$ cat src/rtl/hazard_stall_ctrl.sv
// Pipeline hazard controller: load-use bubbles, multi-cycle multiply hold-off and taken-branch flush.
// Control outputs respond combinationally in the same cycle; FSM, busy counter and stall counter are registered.
module hazard_stall_ctrl #(
  parameter int MUL_LAT = 3,
  parameter int RA_W    = 3
) (
  input  logic            clk,
  input  logic            rst_n,
  input  logic [RA_W-1:0] id_rs1,
  input  logic [RA_W-1:0] id_rs2,
  input  logic            id_use_rs1,
  input  logic            id_use_rs2,
  input  logic            id_is_mul,
  input  logic [RA_W-1:0] ex_rd,
  input  logic            ex_mem_read,
  input  logic            ex_reg_write,
  input  logic            branch_taken,
  output logic            stall,
  output logic            pc_we,
  output logic            if_id_we,
  output logic            flush,
  output logic [3:0]      busy_cnt,
  output logic [15:0]     stall_events
);

  localparam logic [0:0] RUN      = 1'b0;
  localparam logic [0:0] MUL_BUSY = 1'b1;
  localparam logic [3:0] MUL_LOAD = 4'(MUL_LAT - 1);

  logic [0:0] state;
  logic [0:0] state_nxt;
  logic [3:0] cnt_nxt;
  logic       lu;

  assign lu = ex_mem_read && ex_reg_write && (ex_rd != '0) &&
              ((id_use_rs1 && (id_rs1 == ex_rd)) || (id_use_rs2 && (id_rs2 == ex_rd)));

  // Reset gates the outputs directly so X on the inputs never reaches them.
  always_comb begin
    stall     = 1'b0;
    flush     = 1'b0;
    pc_we     = 1'b1;
    if_id_we  = 1'b1;
    state_nxt = state;
    cnt_nxt   = busy_cnt;
    if (rst_n) begin
      case (state)
        RUN: begin
          if (branch_taken) begin
            flush = 1'b1;
          end else if (lu) begin
            stall    = 1'b1;
            pc_we    = 1'b0;
            if_id_we = 1'b0;
          end else if (id_is_mul) begin
            state_nxt = MUL_BUSY;
            cnt_nxt   = MUL_LOAD;
          end
        end
        MUL_BUSY: begin
          stall    = 1'b1;
          pc_we    = 1'b0;
          if_id_we = 1'b0;
          // branch_taken is deliberately ignored here: it cannot legally arrive behind a multiply.
          if (busy_cnt <= 4'd1) begin
            state_nxt = RUN;
            cnt_nxt   = 4'd0;
          end else begin
            cnt_nxt = busy_cnt - 4'd1;
          end
        end
        default: begin
          state_nxt = RUN;
          cnt_nxt   = 4'd0;
        end
      endcase
    end
  end

  always_ff @(posedge clk or negedge rst_n) begin
    if (!rst_n) begin
      state        <= RUN;
      busy_cnt     <= 4'd0;
      stall_events <= 16'd0;
    end else begin
      state    <= state_nxt;
      busy_cnt <= cnt_nxt;
      if (stall && (stall_events != 16'hFFFF)) begin
        stall_events <= stall_events + 16'd1;
      end
    end
  end

endmodule

$ cat config.mk
export PLATFORM = sky130hd
export DESIGN_NAME = hazard_stall_ctrl
export DESIGN_NICKNAME = d
export VERILOG_FILES = /design/src/rtl/hazard_stall_ctrl.sv
export SDC_FILE = /design/constraint.sdc
export NUM_CORES = 1
export LEC_CHECK = 0
export CAP_MARGIN = 20
export CELL_PAD_IN_SITES_DETAIL_PLACEMENT = 0
export CELL_PAD_IN_SITES_GLOBAL_PLACEMENT = 2
export CORE_UTILIZATION = 28
export CTS_CLUSTER_DIAMETER = 120
export DETAILED_ROUTE_END_ITERATION = 8
export PLACE_DENSITY_LB_ADDON = 0.1
export SKIP_CTS_REPAIR_TIMING = 1
export SLEW_MARGIN = 20
export SYNTH_ARGS = -nofsm -noshare
export SYNTH_HDL_FRONTEND = slang
export SYNTH_SLANG_ARGS = --single-unit
$ cat constraint.sdc
create_clock -name clk -period 2.1 [get_ports clk]
set_input_delay 0.42 -clock clk [delete_from_list [all_inputs] [get_ports clk]]
set_output_delay 0.42 -clock clk [all_outputs]
set_load 0.02 [all_outputs]
==> flow_metrics.env, run 1 <==
export IMPL_yosysWarnings=0
export IMPL_critPathSlowestCell="dfrtp_1"
export IMPL_core_area_sq_um=4410
export IMPL_gr_usage_met1=0.173
export IMPL_synth_ff_type="dfrtp_1"
export IMPL_final_cell_area_sq_um=1910
export IMPL_cts_tree="done"
export IMPL_ys_seq_elements=21
export IMPL_gr_usage_met2=0.222
export IMPL_hold_viol_final=0
export IMPL_period_needed_ns=2.00
export IMPL_place_congestion=0.763
export IMPL_grt_pass1_wl_mm=5.20
export IMPL_cap_violations=0
export IMPL_final_max_slew_viol_count=0
export IMPL_yosys_area_top_type="dfrtp_1"
export IMPL_overflow=0
export IMPL_cts_buffer_depth=2
export IMPL_fin_setup_tns_ns=0
export IMPL_worst_setup_path_type="reg2reg"
export IMPL_initial_utilization=0.295
export IMPL_setup_ws_ns=0.0964
export IMPL_met3_usage=0.0202
export IMPL_syn_nets=145
export IMPL_layout_worst_path_cycle_share=0.954
export IMPL_outcome="finished, final reports clean"
export IMPL_power_per_cell_area_nw_per_um2=947
export IMPL_portBuffers=40
export IMPL_critPathLaunchType="register"
export IMPL_routedWlPerCell_um=14.1
export IMPL_dp_hpwl_mm=2.40
export IMPL_synthArstFlopShare=1.00
export IMPL_ios=41
export IMPL_nets=196
export IMPL_routed_wl_mm=3.20
export IMPL_min_path_type="reg2reg"
export IMPL_path_clk_slew_ns=0.08
export IMPL_vias=1129
export IMPL_dp_cells=223
export IMPL_drt_vias_per_instance=4.97
export IMPL_syn_avg_cell_area_sq_um=10.4
export IMPL_critPathMaxFanout=8
export IMPL_ys_seq_area_frac=0.403
export IMPL_die_x_um=70.2
export IMPL_synthesis_area_sq_um=1300
export IMPL_cts_max_level=1
export IMPL_root_buffer="clkbuf_8"
export IMPL_track_usage=0.134
export IMPL_fin_skew_ns=0.000931
export IMPL_top_usage_layer="met2"
export IMPL_placed_cell_area_sq_um=1830
export IMPL_cts_sinks=21
export IMPL_utilization=0.433
export IMPL_fp_dieArea_sq_um=4930
export IMPL_rsz0062_at_grt="no"
export IMPL_setup_violations=0
export IMPL_synth_edf_count=0
export IMPL_crit_path_max_incr_delay_ns=0.38
export IMPL_antenna_found_initial=0
export IMPL_grt_max_degree=23
export IMPL_ant_nets=0
export IMPL_worst_setup_path_end_kind="register"
export IMPL_drc=0
export IMPL_synth_top_area_share=0.403
export IMPL_grt_pass1_vias=1140
export IMPL_diodes=0
export IMPL_worst_pin_slew_ns=0.367
export IMPL_synth_area_leaders="dfrtp_1 40%, xnor2_1 13%, o211ai_2 4.8%, o2111ai_1 4.0%, and3_1 3.4%"
export IMPL_die_h_um=70.2
export IMPL_final_cell_count_no_fill=227
export IMPL_rows=24
export IMPL_timing_fmax_mhz=499
export IMPL_vdd_drop_max_uv=394
export IMPL_max_slew_margin=0.755
export IMPL_path_cells="ha_1 > nand3_2 > nor4_4 > a31oi_2 > buf_4 > o21ai_2 > mux2_2"
export IMPL_crit_required_ns=2.25
export IMPL_synthCells=125
export IMPL_leakagePower_uw=0.000871
export IMPL_final_cell_mix="27 x clkdlybuf4s50_1, 21 x dfrtp_1, 20 x xnor2_1, 13 x buf_4, 11 x dlymetal6s2s_1"
export IMPL_area_growth_pct=46.5
export IMPL_dr_pass1_iters=2
export IMPL_cts_inserted_buffers=3
export IMPL_first_iter_violations=27
export IMPL_layout_commonest_cell="clkdlybuf4s50_1"
export IMPL_drive_gt1_frac=0.183
export IMPL_ys_types=39
export IMPL_clk_latency_ns=0.26
export IMPL_crit_arrival_ns=2.15
export IMPL_dp_slack_ns=-0.540
## layout make-up
cell class / instances / area [sq um]
tap: 52 / 65.1
inverter: 6 / 22.5
multi-input combinational: 91 / 724
timing repair buffer: 53 / 528
sequential: 21 / 526
fill: 438 / 2500
clock buffer: 4 / 45.0
## sequential cells by signal (all words and copies together) (netlist names)
name and count:
busy_cnt 4, state 1, stall_events 16
## synth_stat cells (all sizes together) (4+ instances only)
library cell  instances
xnor2                20
inv                   6
a21oi                 5
o211ai                8
dfrtp                21
o2111ai               7
and3                  7
nand3                 4
buf                   5
nand2                 6
o21ai                 6
## cell families after synthesis
family | Yosys count | share of synthesized area
simple gates | 32 | 0.151
compound gates | 35 | 0.222
fa+ha+maj | 3 | 0.0288
buf+inv | 13 | 0.0528
xor+xnor | 20 | 0.134
mux | 1 | 0.00864
flops | 21 | 0.403
## power breakdown
group / internal (uW) / total, uW / leakage [uW] / switching (uW)
clock network: 135 / 270 / 0.0000228 / 135
registers: 508 / 631 / 0.000266 / 123
logic: 438 / 909 / 0.000582 / 471
total: 1080 / 1810 / 0.000871 / 729
## routing by layer
layer | vias up | share of wire
met2 | 26 | 0.48
met1 | 541 | 0.48
met3 | 2 | 0.030
met5 | - | 0
li1 | 560 | -
met4 | 0 | 0.0081
## worst max-delay path, delay by kind of cell (launching register included)
kind / cells / cell delay (ns)
AO/OA/AOI/OAI: 2 / 0.21
multiplexers: 1 / 0.35
flip-flops: 1 / 0.38
buffers and inverters: 1 / 0.20
adder cells (fa/ha/maj): 1 / 0.24
AND/OR/NAND/NOR: 2 / 0.51
## through the flow
| stage | hold slack [ns] | total power [uW] |
|---|---|---|
| final | 0.502 | 1810 |
| after global routing | 0.536 | 1940 |
| after CTS | 0.513 | 1840 |
| after detailed placement | 0.501 | 1560 |
| after global placement | 0.490 | 1540 |
| after floorplan | 0.124 | 1150 |
## worst paths after layout
| check | from | endpoint | slack, ns | depth (start not counted) |
|---|---|---|---|---|
| setup / recovery | stall_events[1]$_DFFE_PN0P_ | stall_events[1]$_DFFE_PN0P_ | 0.1 | 7 |
| hold / removal | stall_events[10]$_DFFE_PN0P_ | stall_events[10]$_DFFE_PN0P_ | 0.50 | 1 |
| setup reg to reg | stall_events[1]$_DFFE_PN0P_ | stall_events[1]$_DFFE_PN0P_ | 0.1 | 7 |
| hold reg to reg | stall_events[10]$_DFFE_PN0P_ | stall_events[10]$_DFFE_PN0P_ | 0.50 | 1 |
| max in group asynchronous | rst_n | stall_events[2]$_DFFE_PN0P_ | 1.29 | 3 |
| min in group asynchronous | rst_n | stall_events[14]$_DFFE_PN0P_ | 0.55 | 2 |
Note: power is estimated with default switching activity, not from simulation.
==> run 2: changes to the inputs <==
--- a/config.mk
+++ b/config.mk
@@ -8,10 +8,12 @@
 export CAP_MARGIN = 20
 export CELL_PAD_IN_SITES_DETAIL_PLACEMENT = 0
 export CELL_PAD_IN_SITES_GLOBAL_PLACEMENT = 2
+export CORE_MARGIN = 3
 export CORE_UTILIZATION = 28
 export CTS_CLUSTER_DIAMETER = 120
 export DETAILED_ROUTE_END_ITERATION = 8
 export PLACE_DENSITY_LB_ADDON = 0.1
+export SETUP_SLACK_MARGIN = 0.1
 export SKIP_CTS_REPAIR_TIMING = 1
 export SLEW_MARGIN = 20
 export SYNTH_ARGS = -nofsm -noshare
==> run 2 against run 1 <==
  * Critical path depth is 2 lower
  * Sequential power hardly changed
  * Flip-flop and latch count stayed put
  * Non-clock buffer count stayed put
  * Highest routed layer unchanged
==> flow_metrics.env, run 2 (synthesized netlist as in run 1, its figures left out) <==
export IMPL_initial_utilization=0.295
export IMPL_layout_worst_path_cycle_share=0.941
export IMPL_final_cell_mix="26 x clkdlybuf4s50_1, 21 x dfrtp_1, 20 x xnor2_1, 12 x dlymetal6s2s_1, 11 x buf_4"
export IMPL_cp_top_family="buffers and inverters"
export IMPL_path_cells="clkdlybuf4s50_1 > nand2b_1 > and2_0 > o21ai_4 > dlymetal6s2s_1"
export IMPL_diodes=0
export IMPL_critPathLaunchType="input port"
export IMPL_ios=41
export IMPL_gr_usage_met1=0.176
export IMPL_critPathBufInv=2
export IMPL_rsz0062_at_grt="yes"
export IMPL_cts_buffer_depth=2
export IMPL_overflow=0
export IMPL_r2r_slack_ns=0.28
export IMPL_cap_violations=0
export IMPL_gr_usage_met2=0.200
export IMPL_rows=24
export IMPL_worst_setup_path_type="in2out"
export IMPL_root_buffer="clkbuf_8"
export IMPL_worst_pin_slew_ns=0.363
export IMPL_die_h_um=74.2
export IMPL_antenna_found_initial=0
export IMPL_fin_skew_ns=0.00433
export IMPL_fin_hold_ws_ns=0.509
export IMPL_period_needed_ns=1.98
export IMPL_regMostFlops="stall_events"
export IMPL_fin_setup_tns_ns=0
export IMPL_critPathMaxFanout=3
export IMPL_vias=1162
export IMPL_reg_largest_list="stall_events: 16 flops, busy_cnt: 4 flops, state: 1 flops"
export IMPL_min_path_type="reg2reg"
export IMPL_vdd_drop_max_uv=677
export IMPL_top_usage_layer="met2"
export IMPL_die_x_um=74.2
export IMPL_cts_max_level=1
export IMPL_timing_fmax_mhz=506
export IMPL_cts_sinks=21
export IMPL_fp_dieArea_sq_um=5510
export IMPL_cts_tree="done"
export IMPL_drc=0
export IMPL_leakagePower_uw=0.000893
export IMPL_met3_usage=0.0230
export IMPL_grt_pass1_wl_mm=5.43
export IMPL_cts_inserted_buffers=3
export IMPL_portBuffers=40
export IMPL_dp_slack_ns=-0.593
export IMPL_largest_reg_flops=16
export IMPL_drive_gt1_frac=0.194
export IMPL_final_cell_count_no_fill=227
export IMPL_setup_ws_ns=0.123
export IMPL_grt_max_degree=25
export IMPL_dp_hpwl_mm=2.43
export IMPL_grt_pass1_vias=1166
export IMPL_area_growth_pct=49.9
export IMPL_first_iter_violations=39
export IMPL_ant_nets=0
export IMPL_nets=196
export IMPL_dp_cells=222
export IMPL_clk_latency_ns=0.26
export IMPL_core_area_sq_um=4410
export IMPL_worst_setup_path_end_kind="output port"
export IMPL_crit_path_max_incr_delay_ns=0.50
export IMPL_routedWlPerCell_um=14.8
export IMPL_hold_viol_final=0
export IMPL_layout_commonest_cell="clkdlybuf4s50_1"
export IMPL_routed_wl_mm=3.37
export IMPL_power_per_cell_area_nw_per_um2=951
export IMPL_dr_pass1_iters=4
export IMPL_n_fill_cell=438
export IMPL_max_slew_margin=0.757
export IMPL_outcome="finished, final reports clean"
export IMPL_drt_vias_per_instance=5.12
export IMPL_final_max_slew_viol_count=0
export IMPL_critPathSlowestCell="clkdlybuf4s50_1"
export IMPL_track_usage=0.127
export IMPL_crit_required_ns=1.68
export IMPL_path_clk_slew_ns=0.09
export IMPL_place_congestion=0.772
export IMPL_setup_violations=0
export IMPL_crit_arrival_ns=1.56
==> run 2: layout make-up <==
| class | instances | area, sq um | area share |
|---|---|---|---|
| clock inverter | 1 | 5.00 | 0.00256 |
| multi-input combinational | 91 | 739 | 0.378 |
| clock buffer | 3 | 41.3 | 0.0211 |
| sequential | 21 | 526 | 0.269 |
| inverter | 6 | 22.5 | 0.0115 |
| tap | 52 | 65.1 | 0.0333 |
| timing repair buffer | 53 | 556 | 0.284 |
==> run 2: power breakdown <==
group	switching (uW)	total [uW]	internal [uW]
Sequential	126	633	508
Combinational	484	948	465
Clock	145	277	132
==> run 2: layer usage <==
metal  share of wire  vias to the layer above
met4          0.0071                        0
met3           0.051                        2
li1                -                      563
met1            0.47                      568
met2            0.47                       29
met5               0                        -
==> run 2: final timing paths <==
kind / start / to / depth (start not counted)
setup / recovery: branch_taken / pc_we / 5
hold / removal: stall_events[10]$_DFFE_PN0P_ / stall_events[10]$_DFFE_PN0P_ / 1
setup reg to reg: stall_events[1]$_DFFE_PN0P_ / stall_events[1]$_DFFE_PN0P_ / 7
hold reg to reg: stall_events[10]$_DFFE_PN0P_ / stall_events[10]$_DFFE_PN0P_ / 1
max in group asynchronous: rst_n / stall_events[1]$_DFFE_PN0P_ / 3
min in group asynchronous: rst_n / stall_events[11]$_DFFE_PN0P_ / 3
==> run 2: per-stage QoR <==
step                      total power [uW]   util  area [sq um]
after detailed placement              1590  0.420          1850
after floorplan                       1160      -          1320
after global routing                  2000  0.443          1950
final                                 1860  0.443          1950
after CTS                             1890  0.430          1900
after global placement                1580  0.420          1850
==> run 3: changes to the inputs <==
--- a/config.mk
+++ b/config.mk
@@ -5,7 +5,7 @@
 export SDC_FILE = /design/constraint.sdc
 export NUM_CORES = 1
 export LEC_CHECK = 0
-export CAP_MARGIN = 20
+export CAP_MARGIN = 25
 export CELL_PAD_IN_SITES_DETAIL_PLACEMENT = 0
 export CELL_PAD_IN_SITES_GLOBAL_PLACEMENT = 2
 export CORE_MARGIN = 3
==> constraint.sdc (replaced) <==
create_clock -name clk -period 2.2 [get_ports clk]
set_input_delay 0.44 -clock clk [delete_from_list [all_inputs] [get_ports clk]]
set_output_delay 0.44 -clock clk [all_outputs]
set_load 0.02 [all_outputs]
==> run 3 against run 2 <==
  * Clock-buffer cell count grew 1
  * Critical path depth unchanged
  * Sequential power shrank 3.5%
  * Final area is 2.9% lower
  * Cell count down 1.3%
==> flow_metrics.env, run 3 (synthesized netlist as in run 1, its figures left out) <==
export IMPL_outcome="finished, final reports clean"
export IMPL_initial_utilization=0.295
export IMPL_largest_reg_flops=16
export IMPL_p_seq_frac=0.357
export IMPL_path_clk_slew_ns=0.08
export IMPL_ios=41
export IMPL_vias=1134
export IMPL_worst_setup_path_end_kind="output port"
export IMPL_portBuffers=40
export IMPL_grt_max_degree=23
export IMPL_rsz0062_at_grt="no"
export IMPL_min_from="stall_events[10]$_DFFE_PN0P_"
export IMPL_track_usage=0.127
export IMPL_leakagePower_uw=0.000860
export IMPL_die_h_um=74.2
export IMPL_antenna_found_initial=0
export IMPL_overflow=0
export IMPL_pwr_share_comb=0.490
export IMPL_dp_hpwl_mm=2.40
export IMPL_first_iter_violations=30
export IMPL_drc=0
export IMPL_die_x_um=74.2
export IMPL_critPathLaunchType="input port"
export IMPL_setup_violations=0
export IMPL_root_buffer="clkbuf_8"
export IMPL_crit_arrival_ns=1.56
export IMPL_layout_commonest_cell="clkdlybuf4s50_1"
export IMPL_vdd_drop_max_uv=529
export IMPL_layout_worst_path_cycle_share=0.907
export IMPL_area_growth_pct=45.6
export IMPL_drt_vias_per_instance=5.06
export IMPL_fin_skew_ns=0.00224
export IMPL_p_int_uw=1010
export IMPL_cts_tree="done"
export IMPL_dp_cells=220
export IMPL_routed_wl_mm=3.26
export IMPL_reg_largest_list="stall_events: 16 flops, busy_cnt: 4 flops, state: 1 flops"
export IMPL_setup_ws_ns=0.204
export IMPL_worstSetupStartpoint="id_use_rs1"
export IMPL_cts_max_level=1
export IMPL_cap_violations=0
export IMPL_clk_latency_ns=0.26
export IMPL_worst_setup_path_type="in2out"
export IMPL_grt_pass1_wl_mm=5.40
export IMPL_dp_slack_ns=-0.520
export IMPL_rows=24
export IMPL_routedWlPerCell_um=14.6
export IMPL_n_fill_cell=450
export IMPL_crit_required_ns=1.76
export IMPL_hold_viol_final=0
export IMPL_drive_gt1_frac=0.169
export IMPL_cts_sinks=21
export IMPL_period_needed_ns=2.00
export IMPL_power_per_cell_area_nw_per_um2=900
export IMPL_final_cell_mix="27 x clkdlybuf4s50_1, 21 x dfrtp_1, 20 x xnor2_1, 11 x dlymetal6s2s_1, 8 x buf_4"
export IMPL_cts_inserted_buffers=3
export IMPL_dr_pass1_iters=4
export IMPL_timing_fmax_mhz=501
export IMPL_cts_buffer_depth=2
export IMPL_grt_pass1_vias=1118
export IMPL_regMostFlops="stall_events"
export IMPL_final_max_slew_viol_count=0
export IMPL_min_path_type="reg2reg"
export IMPL_power_switching_uw=695
export IMPL_pwr_share_clk=0.153
export IMPL_fp_dieArea_sq_um=5510
export IMPL_r2r_start="stall_events[0]$_DFFE_PN0P_"
export IMPL_core_area_sq_um=4410
export IMPL_max_slew_margin=0.746
export IMPL_critPathMaxFanout=3
export IMPL_diodes=0
export IMPL_worst_pin_slew_ns=0.381
export IMPL_place_congestion=0.693
export IMPL_nets=193
export IMPL_final_cell_count_no_fill=224
export IMPL_ant_nets=0
export IMPL_swShare=0.407
-- run 3: worst paths after layout --
| check | slack [ns] | end | depth (start not counted) |
|---|---|---|---|
| setup reg to reg | 0.30 | stall_events[1]$_DFFE_PN0P_ | 7 |
| hold reg to reg | 0.51 | stall_events[10]$_DFFE_PN0P_ | 1 |
| max in group asynchronous | 1.41 | stall_events[11]$_DFFE_PN0P_ | 3 |
| setup / recovery | 0.20 | pc_we | 5 |
| hold / removal | 0.51 | stall_events[10]$_DFFE_PN0P_ | 1 |
| min in group asynchronous | 0.58 | stall_events[10]$_DFFE_PN0P_ | 2 |
-- run 3: worst max-delay path, stage by stage --
cell	delay [ns]
clkdlybuf4s50_1	0.46
nand4_1	0.11
a21oi_2	0.22
o21ai_2	0.11
dlymetal6s2s_1	0.22
-- run 3: area by class of cell --
class,instances,area (sq um),share of cell area
multi-input cells,91,724,0.382
flip-flops and latches,21,526,0.277
repair buffers,50,515,0.272
well taps,52,65.1,0.0343
clock buffers,4,45.0,0.0237
inverters,6,22.5,0.0119
-- run 3: through the flow --
stage | TNS, ns | area [sq um] | hold WS (ns) | power (uW) | util
after CTS | -1.67 | 1860 | 0.522 | 1740 | 0.422
after floorplan | 0 | 1310 | 0.144 | 1100 | -
after global placement | -2.01 | 1820 | 0.488 | 1460 | 0.412
after global routing | 0 | 1900 | 0.526 | 1840 | 0.430
final | 0 | 1900 | 0.510 | 1710 | 0.430
after detailed placement | -2.28 | 1820 | 0.509 | 1460 | 0.412
-- run 3: power by group through the flow --
stage	combinational, uW	sequential (uW)	clock, uW
floorplan	398	699	0
global placement	847	616	0
detailed placement	847	617	0
CTS	854	613	277
global route	921	631	284
finish	836	611	261
-- run 3: metal layers --
layer | vias up | global-route usage | share of wire
li1 | 559 | - | -
met1 | 545 | 0.166 | 0.45
met2 | 28 | 0.216 | 0.50
met3 | 2 | 0.0243 | 0.040
met4 | 0 | 0.0356 | 0.0070
met5 | - | 0 | 0
